<file path="src/rtl/ysyx_23060072_pipe_ctrl.sv">
// Pipeline hold/flush controller for the ysyx_23060072 core: load-use scoreboard,
// prioritised trap/branch redirect with a pending buffer, and stall/redirect counters.
module ysyx_23060072_pipe_ctrl #(
   parameter int NSTAGE = 5,
   parameter int EX_IDX = 2,
   parameter int XLEN   = 32,
   parameter int REG_AW = 4,
   parameter int CNT_W  = 32
) (
   input  logic              clk,
   input  logic              rst,
   input  logic [NSTAGE-1:0] stall_req_i,
   input  logic              if_ready_i,
   input  logic              id_valid_i,
   input  logic              id_rs1_en_i,
   input  logic              id_rs2_en_i,
   input  logic [REG_AW-1:0] id_rs1_i,
   input  logic [REG_AW-1:0] id_rs2_i,
   input  logic              id_rd_en_i,
   input  logic [REG_AW-1:0] id_rd_i,
   input  logic              id_is_load_i,
   input  logic              br_redir_i,
   input  logic [XLEN-1:0]   br_pc_i,
   input  logic              trap_redir_i,
   input  logic [XLEN-1:0]   trap_pc_i,
   output logic [NSTAGE-1:0] hold_o,
   output logic [NSTAGE-1:0] flush_o,
   output logic              redir_o,
   output logic [XLEN-1:0]   redir_pc_o,
   output logic              load_use_o,
   output logic [CNT_W-1:0]  stall_cnt_o,
   output logic [CNT_W-1:0]  redir_cnt_o
);

   typedef struct packed {
      logic              valid;
      logic              rd_en;
      logic [REG_AW-1:0] rd;
      logic              is_load;
   } sb_t;

   sb_t               sb [EX_IDX:NSTAGE-1];
   logic              rst_q;
   logic              init;
   logic              pend_valid;
   logic              pend_trap;
   logic [XLEN-1:0]   pend_pc;
   logic [CNT_W-1:0]  stall_cnt;
   logic [CNT_W-1:0]  redir_cnt;

   logic              hold_ex;
   logic              acc_trap;
   logic              acc_br;
   logic              redir_any;
   logic              lu_raw;
   logic              load_use;
   logic              pend_hold;
   logic              stall_run;
   logic [NSTAGE-1:0] chain;
   logic [NSTAGE-1:0] fmask;
   logic [NSTAGE-1:0] hold;
   logic [NSTAGE-1:0] flush;
   logic              new_take;
   logic              cand_valid;
   logic              cand_trap;
   logic [XLEN-1:0]   cand_pc;
   logic              redir;

   always_comb begin
      // Outputs keep their reset values for the cycle after rst drops too.
      init      = rst | rst_q;
      hold_ex   = |stall_req_i[NSTAGE-1:EX_IDX];
      acc_trap  = ~init & ~hold_ex & trap_redir_i;
      acc_br    = ~init & ~hold_ex & br_redir_i & ~trap_redir_i;
      redir_any = acc_trap | acc_br;

      lu_raw = id_valid_i & sb[EX_IDX].valid & sb[EX_IDX].is_load & sb[EX_IDX].rd_en
             & (sb[EX_IDX].rd != '0)
             & ((id_rs1_en_i & (id_rs1_i == sb[EX_IDX].rd)) |
                (id_rs2_en_i & (id_rs2_i == sb[EX_IDX].rd)));
      load_use  = lu_raw & ~redir_any & ~init;
      pend_hold = pend_valid & ~if_ready_i;

      // Downstream stalls accumulate from the top stage towards IF.
      stall_run = 1'b0;
      chain     = '0;
      fmask     = '0;
      for (int unsigned i = 0; i < NSTAGE; i++) begin
         stall_run = stall_run | stall_req_i[NSTAGE-1-i];
         chain[NSTAGE-1-i] = stall_run
                           | (load_use & ((NSTAGE-1-i) < EX_IDX))
                           | (pend_hold & ((NSTAGE-1-i) == 0));
         fmask[i] = (acc_trap & (i <= EX_IDX)) | (acc_br & (i < EX_IDX));
      end

      hold  = '0;
      flush = '0;
      for (int unsigned i = 0; i < NSTAGE; i++)
         hold[i] = fmask[i] ? stall_req_i[i] : chain[i];
      flush[0] = fmask[0];
      for (int unsigned i = 1; i < NSTAGE; i++)
         flush[i] = fmask[i] | (hold[i-1] & ~hold[i]);
      if (init) begin
         hold  = '0;
         flush = '1;
      end

      // A fresh trap always wins; a fresh branch loses only to a pending trap.
      new_take   = acc_trap | (acc_br & ~(pend_valid & pend_trap));
      cand_valid = pend_valid | redir_any;
      cand_trap  = new_take ? acc_trap : pend_trap;
      cand_pc    = new_take ? (acc_trap ? trap_pc_i : br_pc_i) : pend_pc;
      redir      = ~init & cand_valid & if_ready_i;
   end

   always_ff @(posedge clk) begin
      if (rst) begin
         rst_q      <= 1'b1;
         pend_valid <= 1'b0;
         pend_trap  <= 1'b0;
         pend_pc    <= '0;
         stall_cnt  <= '0;
         redir_cnt  <= '0;
         for (int unsigned s = EX_IDX; s < NSTAGE; s++)
            sb[s] <= '0;
      end else begin
         rst_q      <= 1'b0;
         pend_valid <= cand_valid & ~if_ready_i & ~init;
         pend_trap  <= cand_trap;
         pend_pc    <= cand_pc;
         stall_cnt  <= stall_cnt + CNT_W'(hold[0]);
         redir_cnt  <= redir_cnt + CNT_W'(redir);
         if (!hold[EX_IDX]) begin
            if (flush[EX_IDX])
               sb[EX_IDX] <= '0;
            else
               sb[EX_IDX] <= '{valid: id_valid_i, rd_en: id_rd_en_i,
                               rd: id_rd_i, is_load: id_is_load_i};
         end
         for (int unsigned s = EX_IDX + 1; s < NSTAGE; s++) begin
            if (!hold[s])
               sb[s] <= flush[s] ? '0 : sb[s-1];
         end
      end
   end

   assign hold_o      = hold;
   assign flush_o     = flush;
   assign redir_o     = redir;
   assign redir_pc_o  = redir ? cand_pc : '0;
   assign load_use_o  = load_use;
   assign stall_cnt_o = stall_cnt;
   assign redir_cnt_o = redir_cnt;

endmodule

</file>
<file path="config.mk">
export PLATFORM = sky130hd
export DESIGN_NAME = ysyx_23060072_pipe_ctrl
export DESIGN_NICKNAME = d
export VERILOG_FILES = /design/src/rtl/ysyx_23060072_pipe_ctrl.sv
export SDC_FILE = /design/constraint.sdc
export NUM_CORES = 1
export LEC_CHECK = 0
export ABC_AREA = 1
export CORE_AREA = 3 3 155 157
export CTS_CLUSTER_SIZE = 14
export DETAILED_ROUTE_END_ITERATION = 8
export DIE_AREA = 0 0 158 160
export SKIP_CTS_REPAIR_TIMING = 1
export SLEW_MARGIN = 20
export SYNTH_ARGS = -nofsm -noshare
export SYNTH_HDL_FRONTEND = slang
export SYNTH_SLANG_ARGS = --single-unit
</file>
<file path="constraint.sdc">
create_clock -name clk -period 9.68 [get_ports clk]
set_input_delay 1.936 -clock clk [delete_from_list [all_inputs] [get_ports clk]]
set_output_delay 1.936 -clock clk [all_outputs]
set_load 0.05 [all_outputs]
</file>
==> qor.yml <==
status: "finished, final reports clean"
grt_pass1_wl_um: 29400
crit_buf_inv: 3
cts.sink_count: 106
synth_edf_count: 7
final_common_cell: "nand2_1"
dr.pass1.iters: 4
netlist_instances: 833
synth_area_mm2: 0.00563
muxShareOfSynthArea_pct: 5.69
finalCriticalPeriod_ps: 7030
p_total_mw: 0.916
synthAdderAreaFrac_pct: 0.889
grt_max_degree: 48
finalClockSkew_ps: 13.1
grt_pass1_vias: 5769
clock.fmax_mhz: 142
avgViaCountPerCell: 4.44
critPathTopFamily: "buffers and inverters"
drive_gt1_share_pct: 3.99
grt_antenna_before_repair: 0
slew-limit-headroom_pct: 57.0
synth_top_cell_by_area: "dfxtp_1"
drtIter0Drc: 256
setup_tns_ps: 0
end_kind: "output port"
synth_area_per_cell_um2: 6.76
postRouteAntennaNets: 0
synth_fp_nets: 928
grt_util_all_layers_pct: 14.3
routed-via-count: 5827
yosys_register_bits: 106
hpwl_um: 13700
path_clk_slew_ps: 70
rsz0062_at_grt: "false"
hold_slack_ps: 466
hold_violations: 0
start_util_pct: 24.9
maxSlewViolCount: 0
dpl_worst_slack_ps: 2250
coreArea_mm2: 0.0226
cts_buffers: 9
antenna_cells: 0
yosysUniqueCellTypes: 35
portBuffers: 198
final.fill_count: 2383
start_kind: "input port"
setup_ws_ps: 2650
p_leak_nw: 3.32
crit_arrival_ps: 5090
finalCritPeriodShare_pct: 72.6
cts.htree.levels: 3
drc: 0
hp-class: "reg2reg"
synthXorXnorAreaFrac_pct: 2.18
final_cell_mix: "235 x nand2_1, 197 x clkdlybuf4s50_1, 146 x nor2_1"
routed_wl_um: 18200
critPathRequiredTime_ps: 7740
netlist.area_leader.share_pct: 35.2
synth_top_family_by_area: "simple AND/OR/NAND/NOR gates"
synth_compound_area_share_pct: 5.96
place_congestion: 0.881
fin_nets: 1117
peakVddDrop_mv: 0.0817
fp.dieW_um: 158
setup_viol: 0
critPathKind: "in2out"
grt_overflow: 0
core.rowCount: 55
max_cap_viol_count: 0
cts_buffer_depth: 2
die_h_um: 160
critical_path.slowest_cell: "clkdlybuf4s50_1"
path_max_fanout: 37
slowest_delay_ps: 830
synthTopCellsByArea: "dfxtp_1 35%, nand2_1 16%, nor2_1 9.7%, inv_1 6.2%, mux2i_1 5.7%"
p_per_area_mw_per_mm2: 112
ioPinCount: 199
cts_root_buf: "clkbuf_16"
path_cells: "clkdlybuf4s50_1 > nor2_1 > nand2_1 > nor2_8 > nand2_4 > nand2_2 > o21ai_1 > or2_1 > buf_4 > nor2_1 > clkdlybuf4s50_1"
synthArstFlopShare_pct: 0
synthSimpleGateAreaFrac_pct: 37.6
yosysSeqAreaShare_pct: 38.9
clk_latency_ps: 360
wl_per_cell_um: 13.9
worst_pin_slew_ps: 644
syn_to_final_growth_pct: 45.0
die_area_mm2: 0.0253
ys_warn_count: 0
cts_tree: "built"
synthFlopType: "dfxtp_1"
-- path summary, 6_finish.rpt --
check | slack [ps] | end | cells after the start | from
max | 2650 | redir_pc_o[28] | 11 | stall_req_i[4]
min reg2reg | 470 | pend_trap | 2 | pend_trap
max reg2reg | 5700 | redir_cnt_o[20] | 20 | rst_q
min | 470 | pend_trap | 2 | pend_trap
-- area by class of cell --
type                       count  area, um2  share of cell area (%)
clock inverter                 6       65.1                   0.797
inverter                      95        359                    4.40
multi-input combinational    609       2950                    36.2
sequential                   106       2190                    26.9
tap                          285        357                    4.37
timing repair buffer         201       2000                    24.5
clock buffer                  10        239                    2.93
-- metrics by stage --
stage,area [um2],util (%),instances
floorplan,5630,-,833
global placement,7850,34.7,1296
detailed placement,7850,34.7,1296
CTS,8160,36.0,1312
global route,8160,36.1,1312
finish,8160,36.1,1312
-- kinds of logic after synthesis --
family                   Yosys count
adder cells (fa/ha/maj)            4
XOR/XNOR                          14
AO/OA/AOI/OAI                     64
multiplexers                      32
AND/OR/NAND/NOR                  495
buffers and inverters            118
flip-flops                       106
-- state kept, by name (all words and copies together), names as in the netlist --
signal       flops
pend_pc         32
pend_trap        1
pend_valid       1
redir_cnt_o     32
rst_q            1
sb               7
stall_cnt_o     32
-- where the power goes --
part,total (mW),internal [mW],switching (mW)
Sequential,0.445,0.443,0.00157
Clock,0.381,0.190,0.190
Combinational,0.0900,0.0472,0.0428
Total,0.916,0.681,0.235
-- layer usage --
layer / share of wire [%] / track usage, % / routed length (um)
met4: 1.2 / 3.64 / 226
met5: 0 / 0 / 0
met1: 47 / 19.2 / 8640
met3: 6.2 / 3.14 / 1130
met2: 45 / 23.4 / 8230
-- synthesized netlist by cell type (all sizes together) (3+ instances only) --
cell type / number
nand2: 238
nor2: 151
dfxtp: 99
inv: 95
a21oi: 40
nor3: 34
mux2i: 32
nand3: 31
o21ai: 17
nand4: 15
clkbuf: 12
buf: 11
or2: 10
edfxtp: 7
nor3b: 7
xnor2: 7
xor2: 7
nor4: 6
ha: 4
nand3b: 3
-- worst register-to-register path: stages (launching register included) --
cell	delay [ps]
dfxtp_1	350
nor2_8	170
inv_4	80
nor2_8	150
nand2_4	280
nand2_2	210
o21ai_1	90
or2_1	390
buf_4	300
inv_1	120
ha_1	200
ha_1	200
nand3_1	180
nor2_1	240
inv_2	100
nor2_2	170
inv_1	110
nor2_1	190
nand3b_1	130
xor2_1	150
nor2_1	60
Power figures use the tool's default switching activity.
